### config.mk
export PLATFORM = sky130hd
export DESIGN_NAME = key_bounce_gen
export DESIGN_NICKNAME = d
export VERILOG_FILES = /design/src/rtl/key_bounce_gen.sv
export SDC_FILE = /design/constraint.sdc
export NUM_CORES = 1
export LEC_CHECK = 0
export CAP_MARGIN = 20
export CELL_PAD_IN_SITES_DETAIL_PLACEMENT = 0
export CELL_PAD_IN_SITES_GLOBAL_PLACEMENT = 1
export CORE_ASPECT_RATIO = 2
export CORE_MARGIN = 3
export CORE_UTILIZATION = 41
export DETAILED_ROUTE_END_ITERATION = 10
export GPL_TIMING_DRIVEN = 0
export PLACE_DENSITY_LB_ADDON = 0.1
export SLEW_MARGIN = 20
export SYNTH_ARGS = -nofsm -noshare
export SYNTH_HDL_FRONTEND = slang
export SYNTH_SLANG_ARGS = --single-unit
### constraint.sdc
create_clock -name clk_50 -period 2.46 [get_ports clk_50]
set_input_delay 0.369 -clock clk_50 [delete_from_list [all_inputs] [get_ports clk_50]]
set_output_delay 0.369 -clock clk_50 [all_outputs]
set_load 0.05 [all_outputs]
### src/rtl/key_bounce_gen.sv
// key_bounce_gen: emulated mechanical key, active-low line with press bounce, hold, release bounce.
// Latency: key_out falls and busy rises one edge after press_req is accepted; done pulses on return to IDLE.
// Backpressure: press_req is only honoured in IDLE; requests while busy are dropped. Option: KEY_BOUNCE_LFSR_EN.
module key_bounce_gen #(
  parameter logic [3:0]  BOUNCE_NUM = 4'd3,
  parameter logic [15:0] SEG_CYC    = 16'd2500
`ifdef KEY_BOUNCE_LFSR_EN
  , parameter logic [15:0] LFSR_MASK = 16'h0FFF
`endif
) (
  input  logic        clk_50,
  input  logic        rst,
  input  logic        press_req,
  input  logic [23:0] hold_cycles,
  output logic        key_out,
  output logic        busy,
  output logic        done
);

  typedef enum logic [1:0] {IDLE, P_BNC, HOLD, R_BNC} state_t;

  // Index of the final segment of a bounce burst (meaningless when there is no burst).
  localparam logic [4:0] LAST_IDX = 5'(2 * int'(BOUNCE_NUM) - 1);
  localparam bit         NO_BNC   = (BOUNCE_NUM == 4'd0);

  state_t      state;
  logic [15:0] seg_cnt;   // cycles remaining in the current segment, minus one
  logic [4:0]  bnc_idx;   // segment number within the current burst
  logic [23:0] hold_cnt;  // cycles remaining in HOLD, minus one
  logic [23:0] hold_lat;  // hold_cycles captured at acceptance
  logic [15:0] seg_load;  // reload value for seg_cnt at the start of each segment

  // A zero hold request still gives one stable-low cycle.
  function automatic logic [23:0] hold_m1(input logic [23:0] h);
    return (h == 24'd0) ? 24'd0 : h - 24'd1;
  endfunction

`ifdef KEY_BOUNCE_LFSR_EN
  logic [15:0] lfsr;
  logic        seg_start;

  assign seg_load = lfsr & LFSR_MASK;

  // Flags every cycle in which a new bounce segment is loaded, so the LFSR steps once per segment.
  always_comb begin
    seg_start = 1'b0;
    case (state)
      IDLE:         seg_start = press_req && !NO_BNC;
      P_BNC, R_BNC: seg_start = (seg_cnt == 16'd0) && (bnc_idx != LAST_IDX);
      HOLD:         seg_start = (hold_cnt == 24'd0) && !NO_BNC;
      default:      seg_start = 1'b0;
    endcase
  end

  // Fibonacci LFSR, taps 16,14,13,11; fixed seed keeps runs repeatable after reset.
  always_ff @(posedge clk_50 or posedge rst) begin
    if (rst) begin
      lfsr <= 16'hACE1;
    end else if (seg_start) begin
      lfsr <= {lfsr[14:0], lfsr[15] ^ lfsr[13] ^ lfsr[12] ^ lfsr[10]};
    end
  end
`else
  assign seg_load = SEG_CYC - 16'd1;
`endif

  assign busy = (state != IDLE);

  // Sequencer: key_out is updated together with the state so it only changes on segment boundaries.
  always_ff @(posedge clk_50 or posedge rst) begin
    if (rst) begin
      state    <= IDLE;
      key_out  <= 1'b1;
      done     <= 1'b0;
      seg_cnt  <= 16'd0;
      bnc_idx  <= 5'd0;
      hold_cnt <= 24'd0;
      hold_lat <= 24'd0;
    end else begin
      done <= 1'b0;
      case (state)
        IDLE: begin
          if (press_req) begin
            hold_lat <= hold_cycles;
            key_out  <= 1'b0;
            if (NO_BNC) begin
              state    <= HOLD;
              hold_cnt <= hold_m1(hold_cycles);
            end else begin
              state   <= P_BNC;
              bnc_idx <= 5'd0;
              seg_cnt <= seg_load;
            end
          end
        end
        P_BNC: begin
          if (seg_cnt != 16'd0) begin
            seg_cnt <= seg_cnt - 16'd1;
          end else if (bnc_idx == LAST_IDX) begin
            state    <= HOLD;
            hold_cnt <= hold_m1(hold_lat);
            key_out  <= 1'b0;
          end else begin
            // Press burst starts low: even segments low, odd segments high.
            bnc_idx <= bnc_idx + 5'd1;
            seg_cnt <= seg_load;
            key_out <= ~bnc_idx[0];
          end
        end
        HOLD: begin
          if (hold_cnt != 24'd0) begin
            hold_cnt <= hold_cnt - 24'd1;
          end else if (NO_BNC) begin
            state   <= IDLE;
            done    <= 1'b1;
            key_out <= 1'b1;
          end else begin
            state   <= R_BNC;
            bnc_idx <= 5'd0;
            seg_cnt <= seg_load;
            key_out <= 1'b1;
          end
        end
        R_BNC: begin
          if (seg_cnt != 16'd0) begin
            seg_cnt <= seg_cnt - 16'd1;
          end else if (bnc_idx == LAST_IDX) begin
            state   <= IDLE;
            done    <= 1'b1;
            key_out <= 1'b1;
          end else begin
            // Release burst starts high: even segments high, odd segments low.
            bnc_idx <= bnc_idx + 5'd1;
            seg_cnt <= seg_load;
            key_out <= bnc_idx[0];
          end
        end
        default: begin
          state   <= IDLE;
          key_out <= 1'b1;
        end
      endcase
    end
  end

endmodule

== Word-level counts from Yosys, hierarchy flattened ==
Cells that the tools add are included.

* Register bits: 73
* Input bits: 27
* Output and inout bits: 3
* Word-level logic and storage cells: 71

* Add/sub/neg operators: 4
* Equal/unequal tests: 14
* Mux-type cells: 32
* Bitwise logic cells: 1
* Reduce and logical (&&, ||, !) cells: 13

{| class="wikitable"
|+ Operator list
! operator !! number
|-
| 24-bit 2-to-1 mux || 4
|-
| 16-bit 2-to-1 mux || 4
|-
| 16-bit one-hot mux with 3 select lines || 1
|-
| 24-bit one-hot mux with 2 select lines || 1
|-
| 24-bit by 1-bit subtractor with 24-bit output, second input constant || 2
|-
| 24-bit zero test || 1
|-
| 24-bit nonzero test || 1
|-
| 5-bit 2-to-1 mux || 4
|-
| 2-bit inequality test, second input constant || 9
|-
| 16-bit nonzero test || 1
|-
| 16-bit by 1-bit subtractor with 16-bit output, second input constant || 1
|-
| 5-bit one-hot mux with 3 select lines || 1
|-
| 2-bit 2-to-1 mux || 6
|-
| 4-bit AND reduction || 3
|-
| 1-bit 2-to-1 mux || 9
|-
| 2-bit one-hot mux with 4 select lines || 1
|-
| 6-bit AND reduction || 1
|-
| 5-bit by 1-bit adder with 5-bit output, second input constant || 1
|-
| 5-bit by 3-bit == test with 1-bit output, second input constant || 1
|-
| 2-bit == test, second input constant || 2
|-
| 1-bit one-hot mux with 4 select lines || 1
|-
| 2-bit nonzero test || 2
|-
| 3-bit inequality test, second input constant || 1
|-
| 3-bit AND reduction || 1
|-
| other kinds (5) || 5
|}

== Longest topological paths before layout ==
Gate-level depths: netlist of run 1.

* Depth after elaboration: 5
* Mapped depth: 10
* Mapped depth without buffers: 8

== Worst setup path after synthesis of run 1 ==
Ideal clock, no wire load.

* Path kind: register to register
* Start point: register hold_lat[8]
* End point: register hold_cnt[11]
* Library setup time: 134 ps
* Data arrival time: 2222 ps
* Required time: 2326 ps
* Setup slack: 104 ps
* Cell stages (with the launch flop): 8
* Buffers on the path: 1
* Period minus slack after synthesis: 2356 ps
* Cells stage by stage: dfrtp_1 > or4_1 > or4_4 > nor3_4 > nor2_1 > buf_2 > a32oi_1 > o21ai_0

* Longest elaborated chain between the ends: 5
* Elaborated cells between the ends (all ways): 6
* Classes of those cells: add/sub: 1; mux: 4; reduce/logical: 1

{| class="wikitable"
|+ RTL lines
! what !! line !! RTL
|-
| start, declared || 30 || <nowiki>logic [23:0] hold_lat;</nowiki>
|-
| start signal, assigned || 84 || <nowiki>hold_lat <= hold_cycles;</nowiki>
|-
| 24-bit by 1-bit subtractor with 24-bit output / 24-bit zero test (equally long branches) || 35 || <nowiki>return (h == 24'd0) ? 24'd0 : h - 24'd1;</nowiki>
|-
| 24-bit 2-to-1 mux (*) || 35 ||
|-
| 24-bit 2-to-1 mux (*) || 99 || <nowiki>end else if (bnc_idx == LAST_IDX) begin</nowiki>
|-
| 24-bit 2-to-1 mux (*) || 97 || <nowiki>if (seg_cnt != 16'd0) begin</nowiki>
|-
| 24-bit one-hot mux with 2 select lines (*) || 81 || <nowiki>case (state)</nowiki>
|-
| end signal, assigned || 88 || <nowiki>hold_cnt <= hold_m1(hold_cycles);</nowiki>
|-
| end signal, assigned || 101 || <nowiki>hold_cnt <= hold_m1(hold_lat);</nowiki>
|-
| end signal, assigned || 112 || <nowiki>hold_cnt <= hold_cnt - 24'd1;</nowiki>
|-
| end, declared || 29 || <nowiki>logic [23:0] hold_cnt;</nowiki>
|}

Every way passes the cells marked *; elsewhere a longest branch is shown, timed or not. The select of a mux whose other input is x is not followed.
A chain may end at the register's enable or synchronous reset.

== Worst setup path after layout of run 1 ==
* Start point: register seg_cnt[7]
* End point: register hold_cnt[23]

* Longest elaborated chain between the ends: 3

{| class="wikitable"
|+ RTL lines
! what !! line !! RTL
|-
| start, declared || 27 || <nowiki>logic [15:0] seg_cnt;</nowiki>
|-
| start signal, assigned || 92 || <nowiki>seg_cnt <= seg_load;</nowiki>
|-
| start signal, assigned || 98 || <nowiki>seg_cnt <= seg_cnt - 16'd1;</nowiki>
|-
| start signal, assigned || 106 || <nowiki>seg_cnt <= seg_load;</nowiki>
|-
| 16-bit nonzero test || 97 ||
|-
| 2-bit inequality test (no source line) || n/a ||
|-
| 4-bit AND reduction (no source line) || n/a ||
|}

Every way passes these cells.

==> results of run 1 <==
-- kinds of logic after synthesis --
group	share of synthesized area (%)
multiplexers	6.454
adder cells (fa/ha/maj)	3.729
XOR/XNOR	6.024
flip-flops	41.91
buffers and inverters	3.270
AO/OA/AOI/OAI	16.06
AND/OR/NAND/NOR	22.55
-- per-layer routing --
metal | GRT usage (%) | part of all wire (%)
met1 | 21.27 | 36
met2 | 39.47 | 55
met3 | 3.258 | 2.6
met4 | 14.43 | 6.1
met5 | 0 | 0
-- path summary, 6_finish.rpt --
path,cells past startpoint,endpoint,startpoint
max,7,hold_cnt[23]$_DFFE_PP0P_,seg_cnt[7]$_DFFE_PP0P_
min,2,hold_cnt[2]$_DFFE_PP0P_,rst
max reg2reg,7,hold_cnt[23]$_DFFE_PP0P_,seg_cnt[7]$_DFFE_PP0P_
min reg2reg,2,hold_cnt[21]$_DFFE_PP0P_,hold_cnt[21]$_DFFE_PP0P_
max in group asynchronous,3,hold_cnt[8]$_DFFE_PP0P_,rst
min in group clk_50,2,hold_cnt[21]$_DFFE_PP0P_,hold_cnt[21]$_DFFE_PP0P_
-- power breakdown --
group	internal [mW]	total, mW	switching, mW
clock network	0.914	1.42	0.508
logic	1.47	3.47	2.00
registers	1.69	2.24	0.554
-- flip-flops by register name (all words and copies together) (netlist names) --
| signal | flops |
|---|---|
| bnc_idx | 5 |
| done | 1 |
| hold_cnt | 24 |
| hold_lat | 24 |
| key_out | 1 |
| seg_cnt | 16 |
| state | 2 |
-- area by class of cell --
cell class	instances	area [µm²]
multi-input cells	366	2630
well taps	135	168.9
flip-flops and latches	73	1829
plain buffers	18	120.1
fillers	1019	4706
repair buffers	46	445.4
inverters	15	58.81
clock inverters	5	78.83
clock buffers	11	242.7
-- per-stage QoR --
step,setup WS [ps],total power [mW]
detailed placement,-445.1,5.180
global route,-98.16,7.638
floorplan,104.1,4.234
global placement,-1122,5.112
finish,-23.41,7.140
CTS,4.728,6.861
-- critical path, cell delays in order, from the launching register on --
cell     delay [ps]
dfrtp_1         380
or4_4           540
buf_6           150
nor2_4          100
nand4_4         110
a221o_2         520
or4_1           540
nand3_1          80
-- placed cells by master, fill, tap and decap left out, drive strengths merged, types with 4 or more instances in the layout --
cell / count
dfrtp: 72
nand4b: 4
xor2: 10
a32oi: 6
a31oi: 6
nand2: 27
nor4: 15
clkdlybuf4s50: 29
o22ai: 4
ha: 13
mux2: 25
nor3: 23
buf: 25
a22oi: 4
or2: 8
xnor2: 20
nor2: 49
nand3: 16
or3: 11
o31ai: 4
a21oi: 24
or4: 13
clkbuf: 21
o21ai: 49
inv: 15
nand4: 5
-- repair_timing --
item | CTS | global route
buffers inserted | 7 | 8
setup endpoints to repair | 47 | 44
hold endpoints to repair | 0 | 0
pin swaps | 3 | 19
cloned | 0 | 1
resized for setup | 37 | 56
==> impl.org, run 1 <==
** CTS
- The number of hold buffers added after CTS was 0.
- TritonCTS built the clock tree.
- CTS placed an instance of clkbuf_16 at the clock tree root.
- The clock net in this run drives a total of 73 sinks.
- H-Tree Level Count :: 3
- Maximum clock insertion buffer count :: 2
- Later-pin clock latency in the skew report :: 330 ps
- In this run, CTS created clock tree buffers numbering 9.
- Clock edge transition at the registers on the reported setup and hold paths :: 60 ps

** Cells and area
- In the final design database the tool counted 569 nets.
- Leaving out filler cells and counting taps, the final layout contains 669.
- In the final layout, the share of cells above drive strength 1 is 23.41%.
- Summing all non-filler instances in the final layout gives an area of 0.005574 mm².
- 0 antenna diodes ended up in the layout.
- Measured on the finished design, the core utilization comes to 54.22%.
- Relative to the synthesized area, the layout overhead comes to 27.80%.

** Synth
- In this run the biggest area consumer among cell types represents 41.31% of the synthesized area.
- Among all flip-flop cells after synthesis, the most frequent one is dfrtp_1.
- Distinct cell type count after synthesis :: 55
- Yosys attributes the largest share of cell area to dfrtp_1, mux2_2, o21ai_0.
- Most common cell in the netlist :: dfrtp_1
- The cell count after synthesis came out at 476.
- Number of synthesized register bits :: 73
- Average size of a mapped cell :: 9.163 µm²
- For this run, asynchronously set or reset flops after synthesis account for 100.0%.
- The synthesized netlist occupies a cell area of 0.004362 mm².
- Sequential cells were found to cover 41.91% of the synthesized design area.
- Counting every net in the synthesized netlist gives 516.
- Dominant cell type by area after synthesis :: dfrtp_1
- During synthesis, Yosys emitted a total of 0 warnings.
- Sorting the synthesized cells by how often they occur yields dfrtp_1, nor2_1, o21ai_0.
- The synthesized design contains 0 enable-type register cells.

** Floorplanning
- The initialized floorplan defines 52 standard-cell rows.
- Die Height :: 151.9 µm
- Area of the die :: 0.01199 mm²
- Initial Utilization :: 42.43%
- Area inside the core boundary :: 0.01028 mm²
- For this design the top-level I/O count stands at 30.
- Die Wd :: 78.93 µm

** Timing
- In the final timing run, aggregate negative setup slack is -24.48 ps.
- Headroom to the max-slew limit came out at 56.11%.
- Time the worst path needs with I/O delays and setup :: 2483 ps
- Layout Skew :: 6.077 ps
- Final setup fails :: 2
- Final hold violations :: 0
- Highest attainable clock frequency :: 402.7 MHz
- RSZ-0062 raised after global routing :: yes
- Across all setup checks in the final design, the least slack found is -23.41 ps.
- Of the available clock period, the critical path in the final layout requires 101.0%.
- The final max-slew violation count is 0.
- Slew at the pin with the worst max-slew slack :: 658.3 ps
- Final hold analysis gives a worst-case slack of 359.1 ps.

** Setup path
- Across all register-to-register paths, the minimum setup slack is -20 ps.
- Data on the critical path arrives at its endpoint at 2760 ps.
- Setup Crit Path Kind :: reg -> reg
- At the worst endpoint, the required time is 2730 ps.
- The worst setup path is launched from a flip-flop.
- Critical Path End Type :: flip-flop
- Of all nets on the critical path, the largest fanout is 8.

** Route
- The detail route stage leaves a number of antenna-violating nets equal to 0.
- After detailed routing, the number of remaining DRC violations is 0.
- Wires add up to 12600 µm.
- In the final routed layout, each cell accounts on average for 18.83 µm.
- Violation count after the first detailed-route iteration :: 150
- The first detailed-routing pass took 4 iterations.
- In the routed layout, each cell is associated on average with a via count of 5.897.
- Number of vias in the routed layout :: 3945

** Hold path
- Worst hold-check path type :: in -> async

** Placed design
- Placer's final routability congestion estimate :: 0.8720
- Port Buffers :: 29
- The placed instances occupy a cell area of 0.004851 mm².
- Cell count after placement :: 641
- Total half-perimeter wirelength after legalization and detailed placement :: 9157 µm

** GRT
- The initial antenna violation count is 0.
- Global Route Usage Sum :: 21.42%
- For this run the aggregate overflow at the end of global routing stands at 0.
- First-pass GRT wire length :: 19820 µm
- The via count of the first global-routing pass came to 3918.
- Entering global routing, the biggest net connects 50 pins.

** Job
- Max-cap viol count :: 0

** Power
- Power density over cell area :: 1281 mW/mm²
- The analysis attributes to cell leakage a power of 2.221 nW.
- Peak supply drop :: 0.0007076 V

** Outcome
- Violated checks :: setup timing
- Result of the run :: finished, violations left
Note: power is estimated with default switching activity, not from simulation.
==> inputs of run 2 (changes only) <==
- CORE_UTILIZATION: 41 -> 43
- CTS_BUF_LIST: unset -> sky130_fd_sc_hd__clkbuf_2
- REMOVE_ABC_BUFFERS: unset -> 1
==> run 2 against run 1 <==
Compared with the run above: the flow now finishes without violations; clock skew rose by 15 ps; clock power fell by 46%; first-iteration DRC count fell by 1.3%; setup slack improved by 78 ps; global-route usage rose by 0.32 points; critical path depth fell by 1; largest cell class unchanged; highest routed layer unchanged.
==> impl.org, run 2 (same netlist as run 1, synthesis figures left out) <==
** Cells and area
- Area growth syn-to-layout :: 24.47% (was 27.80%)
- Final-layout fill cell count :: 978 (was 1019)
- The area taken by flip-flops and latches came to 0.001831 mm² (was 0.001829 mm²).
- The number of nets in the final layout came to 567 (was 569).
- Final design utilization :: 55.25% (was 54.22%)
- Biggest regs: hold_cnt x24, hold_lat x24, seg_cnt x16 (unchanged).
- Most frequent standard cell in the layout excluding fill and tap cells :: dfrtp_1 (unchanged)
- The share of layout cells above drive strength 1 was 24.81% (was 23.41%).
- Leading cell types in the layout, fill and taps excluded :: dfrtp_1, o21ai_0, nor2_1, clkdlybuf4s50_1, buf_4 (was dfrtp_1, nor2_1, o21ai_0, clkdlybuf4s50_1, nand2_1)
- The area of the multi-input gates was 0.002694 mm² (was 0.002630 mm²).

** Route
- Via-to-Cell Ratio :: 5.795 (was 5.897)
- Number of detailed-route iterations in the first pass :: 6 (was 4)
- The final wirelength is 12170 µm (was 12600 µm).
- The count of routing violations after the opening detailed-route iteration is 148 (was 150).
- The final antenna-violating net count came to 0 (unchanged).
- Total DRC errors in the routed layout :: 0 (unchanged)
- Number of vias in the routed layout :: 3854 (was 3945)
- The final routed wire length divided by cell count is 18.30 µm (was 18.83 µm).

** Setup path
- Slowest cell on the critical path :: or4_4 (unchanged)
- The end of the worst register-to-register path is seg_cnt[5]$_DFFE_PP0P_ (was hold_cnt[23]$_DFFE_PP0P_).
- Peak per-stage delay on the critical path :: 620 ps (was 540 ps)
- The kind of critical path was reg -> reg (unchanged).
- Slack of the worst reg-to-reg path :: 50 ps (was -20 ps)
- Cell-by-cell listing of the critical path :: or4_4 > nor2_2 > a31oi_4 > or3_4 > or3_1 > a21oi_1 (was or4_4 > buf_6 > nor2_4 > nand4_4 > a221o_2 > or4_1 > nand3_1)
- The highest fanout seen on the critical path came to 7 (was 8).
- Worst endpoint data arrival time :: 2860 ps (was 2760 ps)
- The capturing element type of the critical path is a flip-flop (unchanged).
- Launching element of the worst setup path :: hold_cnt[18]$_DFFE_PP0P_ (was seg_cnt[7]$_DFFE_PP0P_)
- The required time of the critical path came to 2910 ps (was 2730 ps).
- Beginning of the worst register-to-register path :: hold_cnt[18]$_DFFE_PP0P_ (was seg_cnt[7]$_DFFE_PP0P_)
- Number of cell instances on the worst register-to-register path :: 6 (was 7)
- The startpoint type of the worst setup path is a flip-flop (unchanged).

** Floorplanning
- Initial Utilization :: 44.39% (was 42.43%)
- The number of rows in the core area came to 51 (was 52).
- Area inside the core boundary :: 0.009827 mm² (was 0.01028 mm²)
- The die area was 0.01146 mm² (was 0.01199 mm²).
- The boundary pin count is 30 (unchanged).
- Die Wd :: 77.22 µm (was 78.93 µm)
- Die Height :: 148.4 µm (was 151.9 µm)

** Timing
- The setup clock skew after layout is 20.97 ps (was 6.077 ps).
- The portion of the clock cycle consumed by the worst path in the final layout came to 97.78% (was 101.0%).
- The highest clock frequency the design can meet came to 415.7 MHz (was 402.7 MHz).
- The final hold slack was 164.3 ps (was 359.1 ps).
- The final hold violation count was 0 (unchanged).
- The max-slew headroom at the worst pin came to 31.24% (was 56.11%).
- The total of endpoints with negative setup slack in the final report is 0 (was 2).
- RSZ-0062 raised after global routing: yes (unchanged).
- The final max-slew violation count was 0 (unchanged).
- Slew at the pin with the worst max-slew slack :: 1029 ps (was 658.3 ps)
- Time the worst path needs with I/O delays and setup :: 2405 ps (was 2483 ps)

** CTS
- The largest buffer count on any clock path came to 2 (unchanged).
- The buffer type at the clock tree root is clkbuf_2 (was clkbuf_16).
- The clock latency on the worst-skew pair came to 530 ps (was 330 ps).
- The cts-stage hold buffer count came to 0 (unchanged).
- The number of clock buffers inserted by TritonCTS came to 9 (unchanged).
- Clock edge transition at the registers on the reported setup and hold paths :: 210 ps (was 60 ps)
- The number of sinks driven by the clock tree is 73 (unchanged).
- TritonCTS clock tree :: built (unchanged)
- The H-tree depth reported by CTS is 3 (unchanged).

** GRT
- First-pass GRT wire length :: 19440 µm (was 19820 µm)
- The global route total overflow was 0 (unchanged).
- The via count of the first global-routing pass was 4017 (was 3918).
- Number of antenna violations at the first check in global routing :: 1 (was 0)
- The total routing resource utilization after global routing is 21.74% (was 21.42%).
- The largest net degree at the start of global routing was 42 (was 50).

** Job
- Max-cap viol count :: 0 (unchanged)

** Placed design
- Placer's final routability congestion estimate :: 0.8548 (was 0.8720)
- The placed wire-length estimate was 8216 µm (was 9157 µm).
- The count of buffers inserted at the top-level ports is 29 (unchanged).

** Outcome
- Result of the run: complete, no violations (was finished, violations left).

** Power
- Leakage power :: 2.142 nW (was 2.221 nW)
- The maximum resistive drop on vdd is 0.0005997 V (was 0.0007076 V).
- Power density over cell area :: 1199 mW/mm² (was 1281 mW/mm²)

** Hold path
- Worst hold-check path type :: in -> async (unchanged)
==> run 2: how the worst max path moves through the flow <==
| stage | end | slack (ps) | cells past startpoint |
|---|---|---|---|
| after floorplan | hold_cnt[9]$_DFFE_PP0P_ | -440 | 7 |
| after global placement | hold_cnt[9]$_DFFE_PP0P_ | -1710 | 6 |
| after detailed placement | hold_cnt[23]$_DFFE_PP0P_ | -830 | 6 |
| after CTS | hold_cnt[23]$_DFFE_PP0P_ | -20 | 5 |
| after global routing | seg_cnt[5]$_DFFE_PP0P_ | -30 | 6 |
| final | seg_cnt[5]$_DFFE_PP0P_ | 50 | 6 |
==> run 2: metrics by stage <==
step           area [µm²]  TNS [ps]  total power [mW]  setup slack, ps  std cells
5_1_grt              5429    -40.09             7.013           -33.09        665
6_report             5429         0             6.510            54.56        665
3_3_place_gp         4731   -125980             4.946            -1705        615
3_5_place_dp         4782    -21820             5.046           -833.2        617
2_1_floorplan        4275     -4892             4.150           -443.6        454
4_1_cts              5244    -23.71             6.343           -23.71        651
==> run 2: layout make-up <==
class | instances | share of cell area, %
flip-flops and latches | 73 | 33.72
well taps | 132 | 3.042
inverters | 15 | 1.152
multi-input cells | 368 | 49.62
diodes | 1 | 0.04609
clock buffers | 9 | 0.8297
clock inverters | 7 | 1.567
repair buffers | 59 | 9.933
repair inverters | 1 | 0.09219
==> run 2: metal layers <==
metal / share of wire, % / vias to the layer above / GRT usage (%)
met4: 3.7 / 0 / 12.39
met5: 0 / - / 0
met1: 36 / 1876 / 20.95
li1: - / 1855 / -
met2: 58 / 93 / 41.85
met3: 2.7 / 30 / 4.061
==> run 2: worst max-delay path, delay by kind of cell (launching register included) <==
kind             cells  cell delay [ps]
AND/OR/NAND/NOR      4             1560
flip-flops           1              470
AO/OA/AOI/OAI        2              330
==> run 2: timing repair <==
item                                    4_1_cts  5_1_grt
gates cloned                                  2        1
endpoints found under the setup margin       49       44
buffers inserted                             16       12
gates resized for setup                      38       17
pin swaps                                     7        9
==> run 2: power by group <==
part | internal (mW) | switching (mW)
Clock | 0.326 | 0.440
Combinational | 1.52 | 2.00
Sequential | 1.68 | 0.545
